==> src/rtl/timer_dev.sv <==
// timer_dev: memory-mapped countdown timer with a level interrupt on a 16-byte bus window.
// Define TIMER_PRESCALE_EN to add the PRESCALE register at offset 3 and a tick prescaler.
module timer_dev #(
    parameter logic [31:0] BASE = 32'h0000_7F00
) (
    input  logic        clk,
    input  logic        reset,
    input  logic [31:2] Addr,
    input  logic        WE,
    input  logic [31:0] Din,
    output logic [31:0] Dout,
    output logic        IRQ
);
    typedef enum logic [1:0] {IDLE, LOAD, CNT, INT} state_t;
    state_t      state;
    logic [3:0]  ctrl;
    logic [31:0] preset, count, ps_rd;
    logic        pend, tick, sel, wr, auto;
    logic [1:0]  off;

    assign sel  = Addr[31:4] == BASE[31:4];
    assign off  = Addr[3:2];
    assign wr   = WE & sel;
    assign auto = ctrl[2:1] == 2'b01;
    assign IRQ  = ctrl[3] & pend;
    assign Dout = !sel ? 32'd0 :
                  off == 2'd0 ? {28'd0, ctrl} :
                  off == 2'd1 ? preset :
                  off == 2'd2 ? count : ps_rd;

`ifdef TIMER_PRESCALE_EN
    logic [15:0] prescale, psc;
    assign tick  = psc == prescale;
    assign ps_rd = {16'd0, prescale};
    always_ff @(posedge clk) begin
        if (reset) begin
            prescale <= 16'd0;
            psc      <= 16'd0;
        end else begin
            if (wr && off == 2'd3) prescale <= Din[15:0];
            psc <= (state == CNT && !tick) ? psc + 16'd1 : 16'd0;
        end
    end
`else
    assign tick  = 1'b1;
    assign ps_rd = 32'd0;
`endif

    // Bus writes come last so they override FSM updates of EN and pend in the same cycle.
    always_ff @(posedge clk) begin
        if (reset) begin
            state  <= IDLE;
            ctrl   <= 4'd0;
            preset <= 32'd0;
            count  <= 32'd0;
            pend   <= 1'b0;
        end else begin
            case (state)
                IDLE: if (ctrl[0]) state <= LOAD;
                LOAD: begin
                    count <= preset;
                    state <= CNT;
                    if (auto) pend <= 1'b0;
                end
                CNT: begin
                    if (!ctrl[0]) state <= IDLE;
                    else if (tick && count <= 32'd1) begin
                        count <= 32'd0;
                        state <= INT;
                    end else if (tick) count <= count - 32'd1;
                end
                INT: begin
                    pend  <= 1'b1;
                    state <= auto ? LOAD : IDLE;
                    if (!auto) ctrl[0] <= 1'b0;
                end
            endcase
            if (wr && off == 2'd0) ctrl <= Din[3:0];
            if (wr && off == 2'd1) preset <= Din;
            if (wr && off <= 2'd1) pend <= 1'b0;
        end
    end
endmodule

==> config.mk <==
export PLATFORM = sky130hd
export DESIGN_NAME = timer_dev
export DESIGN_NICKNAME = d
export VERILOG_FILES = /design/src/rtl/timer_dev.sv
export SDC_FILE = /design/constraint.sdc
export NUM_CORES = 1
export LEC_CHECK = 0
export BUFFER_PORTS_ARGS = -buffer_cell sky130_fd_sc_hd__buf_2
export CAP_MARGIN = 20
export CORE_MARGIN = 1.5
export CORE_UTILIZATION = 43
export DETAILED_ROUTE_END_ITERATION = 8
export MAX_ROUTING_LAYER = met4
export PLACE_DENSITY_LB_ADDON = 0.05
export SLEW_MARGIN = 20
export SYNTH_ARGS = -nofsm -noshare
export SYNTH_HDL_FRONTEND = slang
export SYNTH_SLANG_ARGS = --single-unit
==> constraint.sdc <==
create_clock -name clk -period 2.3 [get_ports clk]
set_input_delay 0.115 -clock clk [delete_from_list [all_inputs] [get_ports clk]]
set_output_delay 0.115 -clock clk [all_outputs]
set_load 0.03 [all_outputs]
==> results of run 1 <==
[kinds of logic (layout without fill, tap and decap cells)]
group | after synthesis | count (layout)
and+or+nand+nor | 216 | 216
adders and majority gates | 2 | 2
DFF | 71 | 71
muxes | 41 | 41
xor gates and xnor gates | 2 | 2
AOI/OAI and AO/OA | 140 | 140
buffers and inverters | 52 | 211
[stage by stage]
step                hold slack [ps]  instances  worst slack (ps)
floorplan                       255        524             -61.8
global placement                345        748             -75.1
detailed placement              351        748             -96.9
CTS                           0.116        790              -105
global route                   14.2        794              -160
finish                         3.90        794              -110
[placed cells by master, fill, tap and decap left out, types with 5 or more instances in the layout]
cell                              n
sky130_fd_sc_hd__nor2_1         103
sky130_fd_sc_hd__a32oi_1          6
sky130_fd_sc_hd__nand3_1          6
sky130_fd_sc_hd__a211oi_1         7
sky130_fd_sc_hd__buf_4           56
sky130_fd_sc_hd__nand2_1         35
sky130_fd_sc_hd__o21ai_1         11
sky130_fd_sc_hd__nor4_1          10
sky130_fd_sc_hd__a31oi_1          8
sky130_fd_sc_hd__buf_2           97
sky130_fd_sc_hd__a22oi_1         35
sky130_fd_sc_hd__mux2i_1         41
sky130_fd_sc_hd__inv_1           10
sky130_fd_sc_hd__o21ai_0         13
sky130_fd_sc_hd__o21ai_2          6
sky130_fd_sc_hd__dlygate4sd3_1   23
sky130_fd_sc_hd__nor3_1          11
sky130_fd_sc_hd__dfxtp_1         69
sky130_fd_sc_hd__a21oi_1         27
sky130_fd_sc_hd__or4_1            5
sky130_fd_sc_hd__clkbuf_8         9
[worst max-delay path, cell delays in order (launching register included)]
cell	delay, ps
sky130_fd_sc_hd__dfxtp_2	330
sky130_fd_sc_hd__or4_4	530
sky130_fd_sc_hd__or4_4	520
sky130_fd_sc_hd__o31ai_4	280
sky130_fd_sc_hd__buf_6	160
sky130_fd_sc_hd__a21oi_2	30
sky130_fd_sc_hd__o211a_1	200
sky130_fd_sc_hd__a221o_1	250
[path summary, 6_finish.rpt]
kind,startpoint,endpoint
setup / recovery,count[24],count[23]
setup reg to reg,count[24],count[23]
hold / removal,Din[6],preset[6]
hold reg to reg,pend,pend
[per-layer routing]
metal	vias to the layer above	part of all wire [%]
li1	2218	-
met2	158	49
met4	0	0.93
met5	-	0
met1	2219	45
met3	18	5.3
[cell type report]
| class | count | area [um2] | share of cell area [%] |
|---|---|---|---|
| well taps | 111 | 139 | 2.43 |
| clock inverters | 6 | 133 | 2.32 |
| clock buffers | 10 | 128 | 2.23 |
| flip-flops and latches | 71 | 1420 | 24.9 |
| multi-input cells | 401 | 2550 | 44.5 |
| repair buffers | 185 | 1320 | 23.0 |
| inverters | 10 | 37.5 | 0.655 |
[flip-flops by register name (all words and copies together), names as in the netlist]
name,count
state,2
count,32
ctrl,4
preset,32
pend,1
[power groups by stage]
| stage | Combinational (W) | Clock, W | Sequential, W |
|---|---|---|---|
| after floorplan | 0.0000431 | 0 | 0.00126 |
| after global placement | 0.000119 | 0 | 0.00126 |
| after detailed placement | 0.000121 | 0 | 0.00126 |
| after CTS | 0.000150 | 0.00136 | 0.00123 |
| after global routing | 0.000167 | 0.00141 | 0.00123 |
| final | 0.000153 | 0.00134 | 0.00123 |
[repair_timing]
| action | CTS | global route |
|---|---|---|
| pin swaps | 5 | 27 |
| gates cloned | 1 | 2 |
| gates resized for setup | 15 | 39 |
| endpoints found under the setup margin | 26 | 31 |
| hold endpoints to repair | 22 | 1 |
| hold buffers | 22 | 1 |
| setup buffers | 3 | 1 |
==> run metrics, run 1 <==
status finished with violations; violations in the final reports negative setup slack; number of flops mapped to enable cells by yosys 0; Row Count 35; number of antenna violations at the first check in global routing 0; number of design rule violations left after detail routing 0; Final TNS setup -1490 ps; post-synthesis cell count 524; share of the clock period used by the worst path after layout 105%; slack of the worst reg-to-reg path -110 ps; met1 Resource Use GR 37.0%; GRT met3 Usage 4.11%; post-DP HPWL 9020 um; flop and latch count out of synthesis 71; commonest register cell after synthesis sky130_fd_sc_hd__dfxtp_1; end-of-flow core utilization 62.6%; Clk Latency, worst-skew pair 360 ps; critical path required time 2540 ps; clock share of power 49.2%; total cell area at the placement stage 4950 um2; clk slew on worst S/H paths 90 ps; switching power share of the total 21.3%; Total Routed Length 13500 um; residual antenna-violating net count after detailed routing 0; CTS buffer count 9; Setup crit start kind flip-flop; Core Area 9150 um2; All-Layer GR Usage 28.8%; number of cells on the worst hold path 3; arrival time of the worst setup path 2650 ps; vertical extent of the die 99.9 um; Seq pwr share 45.2%; routed via count divided by cell count 5.81; top cell type's share of synthesized area 35.2%; number of failing setup endpoints in the final timing report 25; most utilized layer in the global route result met2; post-layout minimum cycle time 2410 ps; number of detailed-routing iterations run before antenna repair 7; total chip power 0.00272 W; via count 4613; nets@finish 745; Slew headroom 66.8%; Post-Synth Simple-Gate Area 25.2%; worst r2r path cells 7; post-synth top area cell sky130_fd_sc_hd__dfxtp_1; M2 GR Usage 47.8%; Int Power 0.00214 W; ant diodes 0; leakage dissipation 2.57 nW; DIE AREA 9980 um2; H-Tree Depth 3; fillcell total 856; final number of hold-violating endpoints 0; multiplexer share of the synthesized area 10.2%; clock tree root driver cell sky130_fd_sc_hd__clkbuf_8; Mapped Area 4040 um2; dominant cells by area after synthesis sky130_fd_sc_hd__dfxtp_1 35%, sky130_fd_sc_hd__mux2i_1 10%, sky130_fd_sc_hd__nor2_1 9.9%, sky130_fd_sc_hd__a22oi_1 6.5%, sky130_fd_sc_hd__a21oi_1 3.7%; Hold Path Class primary input to flip-flop; Clock Skew 14.7 ps; adder-cell share of the synthesized area 0.620%; proportion of power drawn by combinational gates 5.6%; commonest cells in the netlist 106 x sky130_fd_sc_hd__nor2_1, 71 x sky130_fd_sc_hd__dfxtp_1, 41 x sky130_fd_sc_hd__mux2i_1; fraction of layout instances using a drive strength above 1 31.6%; number of warning messages in the yosys log 0; number of maximum-capacitance violations 0; sequential area share after synthesis 35.2%; floorplan die width 99.9 um; library cell with the highest instance count after synthesis sky130_fd_sc_hd__nor2_1; complex-gate fraction of the synthesized area 23.0%; async set-reset flop share out of synthesis 0%; Distinct cells, synth 48; pin count of the biggest net entering global routing 39; net count of the mapped netlist 591; setup repair after global routing missed its margin yes; gr ovfl total 0; number of clock sinks seen by CTS 71; final standard cell area without fillers 5730 um2; Initial Util 44.1%; number of global-route vias before repair 4557; Power Density 475 nW/um2; area share of xor/xnor cells in the synthesized design 0.434%; kind of end point of the critical path flip-flop; buffers added on ports 97; Placer Congestion 0.953; TritonCTS clock tree done; first-pass GRT wire length 22300 um; Net Switching 0.000579 W; count of final max-slew check failures 0; ports placed on the boundary 98; Layout Area Growth over Synthesis 41.8%; maximum count of clock buffers along a single path 2; worst setup slack after layout -110 ps; dominant combinational cell family by area after synthesis simple AND/OR/NAND/NOR gates; pin slew with the least headroom to its limit 499 ps; Routed wire per std cell 17.0 um; maximum fanout along the worst path 4; 1st-iter DRT viols 238; timing-limited maximum frequency 415 MHz; Avg Inst Size Synth 7.71 um2; type of the worst setup path flip-flop to flip-flop; largest voltage drop on the vdd net 317 uV
(Power assumes the default switching activity.)
==> run 2, diff against run 1 <==
--- a/config.mk
+++ b/config.mk
@@ -7,8 +7,10 @@
 export LEC_CHECK = 0
 export BUFFER_PORTS_ARGS = -buffer_cell sky130_fd_sc_hd__buf_2
 export CAP_MARGIN = 20
+export CELL_PAD_IN_SITES_DETAIL_PLACEMENT = 1
+export CELL_PAD_IN_SITES_GLOBAL_PLACEMENT = 2
 export CORE_MARGIN = 1.5
-export CORE_UTILIZATION = 43
+export CORE_UTILIZATION = 27
 export DETAILED_ROUTE_END_ITERATION = 8
 export MAX_ROUTING_LAYER = met4
 export PLACE_DENSITY_LB_ADDON = 0.05
==> run metrics, run 2 (synthesis gave the netlist of run 1 again) <==
status finished with violations; Slew headroom 28.9% (-38 points); number of design rule violations left after detail routing 0 (unchanged); post-DP HPWL 11900 um (+32%); family with the most delay on the worst path simple AND/OR/NAND/NOR gates; gr ovfl total 0 (unchanged); Met1 Routed Length 7530 um (+25%); floorplan die width 125 um (+25%); routed via count divided by cell count 5.30 (-8.7%); Routed wire per std cell 18.4 um (+8.4%); post-layout minimum cycle time 2380 ps (-28.6 ps); Total Routed Length 15900 um (+18%); multi-input gate area in the final layout 2640 um2 (+3.6%); Row Count 44 (+26%); highest cell delay on the worst timing path 530 ps (about the same); via count 4586 (-0.59%); number of clock sinks seen by CTS 71 (unchanged); fillcell total 1794 (+110%); arrival time of the worst setup path 2610 ps (-40 ps); Layout Area Growth over Synthesis 44.6%; DIE AREA 15700 um2 (+57%); Clock Skew 5.16 ps (-9.58 ps); sum of met2 wire segment lengths after detailed routing 7570 um (+14%); nets@finish 743 (-0.27%); number of detailed-routing iterations run before antenna repair 7 (unchanged); All-Layer GR Usage 21.2% (-7.6 points); Hold Path Class primary input to flip-flop; total cell area at the placement stage 5230 um2 (+5.7%); Core Area 14600 um2 (+59%); first-pass GRT wire length 25700 um (+15%); pin count of the biggest net entering global routing 37 (-5.1%); type of the worst setup path flip-flop to flip-flop; CTS buffer count 9 (unchanged); number of antenna violations at the first check in global routing 0 (unchanged); biggest registers after layout count (32), preset (32), ctrl (4); uppermost layer routed met4; leakage dissipation 2.61 nW (+1.3%); setup repair after global routing missed its margin yes; fraction of layout instances using a drive strength above 1 36.1% (+4.5 points); Power Density 459 nW/um2 (-3.3%); Clk Latency, worst-skew pair 340 ps (-20 ps); most common cell after layout, fill and taps aside sky130_fd_sc_hd__nor2_1; final number of hold-violating endpoints 0 (unchanged); timing-limited maximum frequency 420 MHz (+1.2%); 1st-iter DRT viols 196 (-18%); residual antenna-violating net count after detailed routing 0 (unchanged); ports placed on the boundary 98 (unchanged); number of global-route vias before repair 4694 (+3.0%); worst-path cell with the longest stage delay sky130_fd_sc_hd__or4_4; number of maximum-capacitance violations 0 (unchanged); worst path bufs/invs 1 (unchanged); Initial Util 27.7% (-16 points); worst setup slack after layout -81.3 ps (+28.6 ps); pin slew with the least headroom to its limit 1060 ps (+564 ps); commonest cells after routing, fill and taps aside 102 x sky130_fd_sc_hd__nor2_1, 97 x sky130_fd_sc_hd__buf_2, 73 x sky130_fd_sc_hd__buf_4, 69 x sky130_fd_sc_hd__dfxtp_1, 41 x sky130_fd_sc_hd__mux2i_1; kind of end point of the critical path flip-flop; Final TNS setup -396 ps (+1090 ps); H-Tree Depth 3 (unchanged); met3 WL 583 um (-18%); largest voltage drop on the vdd net 368 uV (+16%); violations in the final reports negative setup slack; sequence of cells on the critical path or4_4 -> or4_4 -> o31ai_4 -> buf_4 -> a21oi_1 -> o211a_1 -> a221o_1; number of failing setup endpoints in the final timing report 11 (-56%); critical path required time 2530 ps (about the same); most numerous cell on the critical path sky130_fd_sc_hd__or4_4; buffers added on ports 97 (unchanged); ant diodes 0 (unchanged); TritonCTS clock tree done; clk slew on worst S/H paths 60 ps (-30 ps); share of the clock period used by the worst path after layout 104% (-1.2 points); final standard cell area without fillers 5840 um2 (+2.0%); maximum count of clock buffers along a single path 2 (unchanged); Setup crit start kind flip-flop; Placer Congestion 0.893 (-6.3%); vertical extent of the die 125 um (+25%); area taken by flip-flops and latches 1420 um2 (unchanged); clock tree root driver cell sky130_fd_sc_hd__clkbuf_16; count of final max-slew check failures 0 (unchanged); maximum fanout along the worst path 6 (+2)
==> run 2: cell count changes in the layout (fill, tap and decap cells not counted), sizes merged <==
cell and change:
buf +21, dlygate4sd3 -21, bufinv -4, clkinv +3, clkinvlp -1
==> run 2: through the flow <==
step	utilization, %	worst slack (ps)	hold slack, ps	power, W	std cells
after floorplan	-	-61.8	255	0.00130	524
after global placement	35.9	-94.2	345	0.00138	843
after detailed placement	35.9	-119	355	0.00138	843
after CTS	39.0	-79.8	0.395	0.00272	866
after global routing	40.0	-158	5.77	0.00278	865
final	40.0	-81.3	6.64	0.00268	865
==> run 2: report_power, final <==
group	switching, W	internal (W)	total [W]
combinational	0.0000724	0.0000577	0.000130
clock	0.000537	0.000782	0.00132
sequential	0.000000000000479	0.00123	0.00123
total	0.000609	0.00207	0.00268
==> run 2: area by class of cell <==
cell class | count | share of cell area (%)
clock inverters | 4 | 0.343
repair buffers | 183 | 21.0
flip-flops and latches | 71 | 24.4
inverters | 10 | 0.643
multi-input cells | 401 | 45.3
clock buffers | 12 | 4.39
well taps | 184 | 3.94
==> run 2: what timing repair did <==
item,CTS,global route
hold buffers,2,0
endpoints found under the setup margin,22,29
endpoints found under the hold margin,2,0
cloned,2,0
buffers inserted,3,2
resized for setup,35,35
pin swaps,19,13
==> run 2: per-layer routing <==
metal / global-route usage (%) / up-vias
met5: - / -
met4: 5.95 / 0
met3: 3.59 / 21
met2: 34.5 / 93
met1: 27.1 / 2255
li1: - / 2217
==> run 2: worst paths after layout <==
path | startpoint | endpoint | slack (ps) | cells after the start
max | count[21] | count[23] | -80 | 7
min | Din[25] | preset[25] | 7 | 3
max reg2reg | count[21] | count[23] | -80 | 7
min reg2reg | pend | pend | 470 | 2
==> run 2: tightest hold or removal path: stages <==
cell,delay (ps)
sky130_fd_sc_hd__buf_2,70
sky130_fd_sc_hd__mux2i_1,50
sky130_fd_sc_hd__nor2_1,70
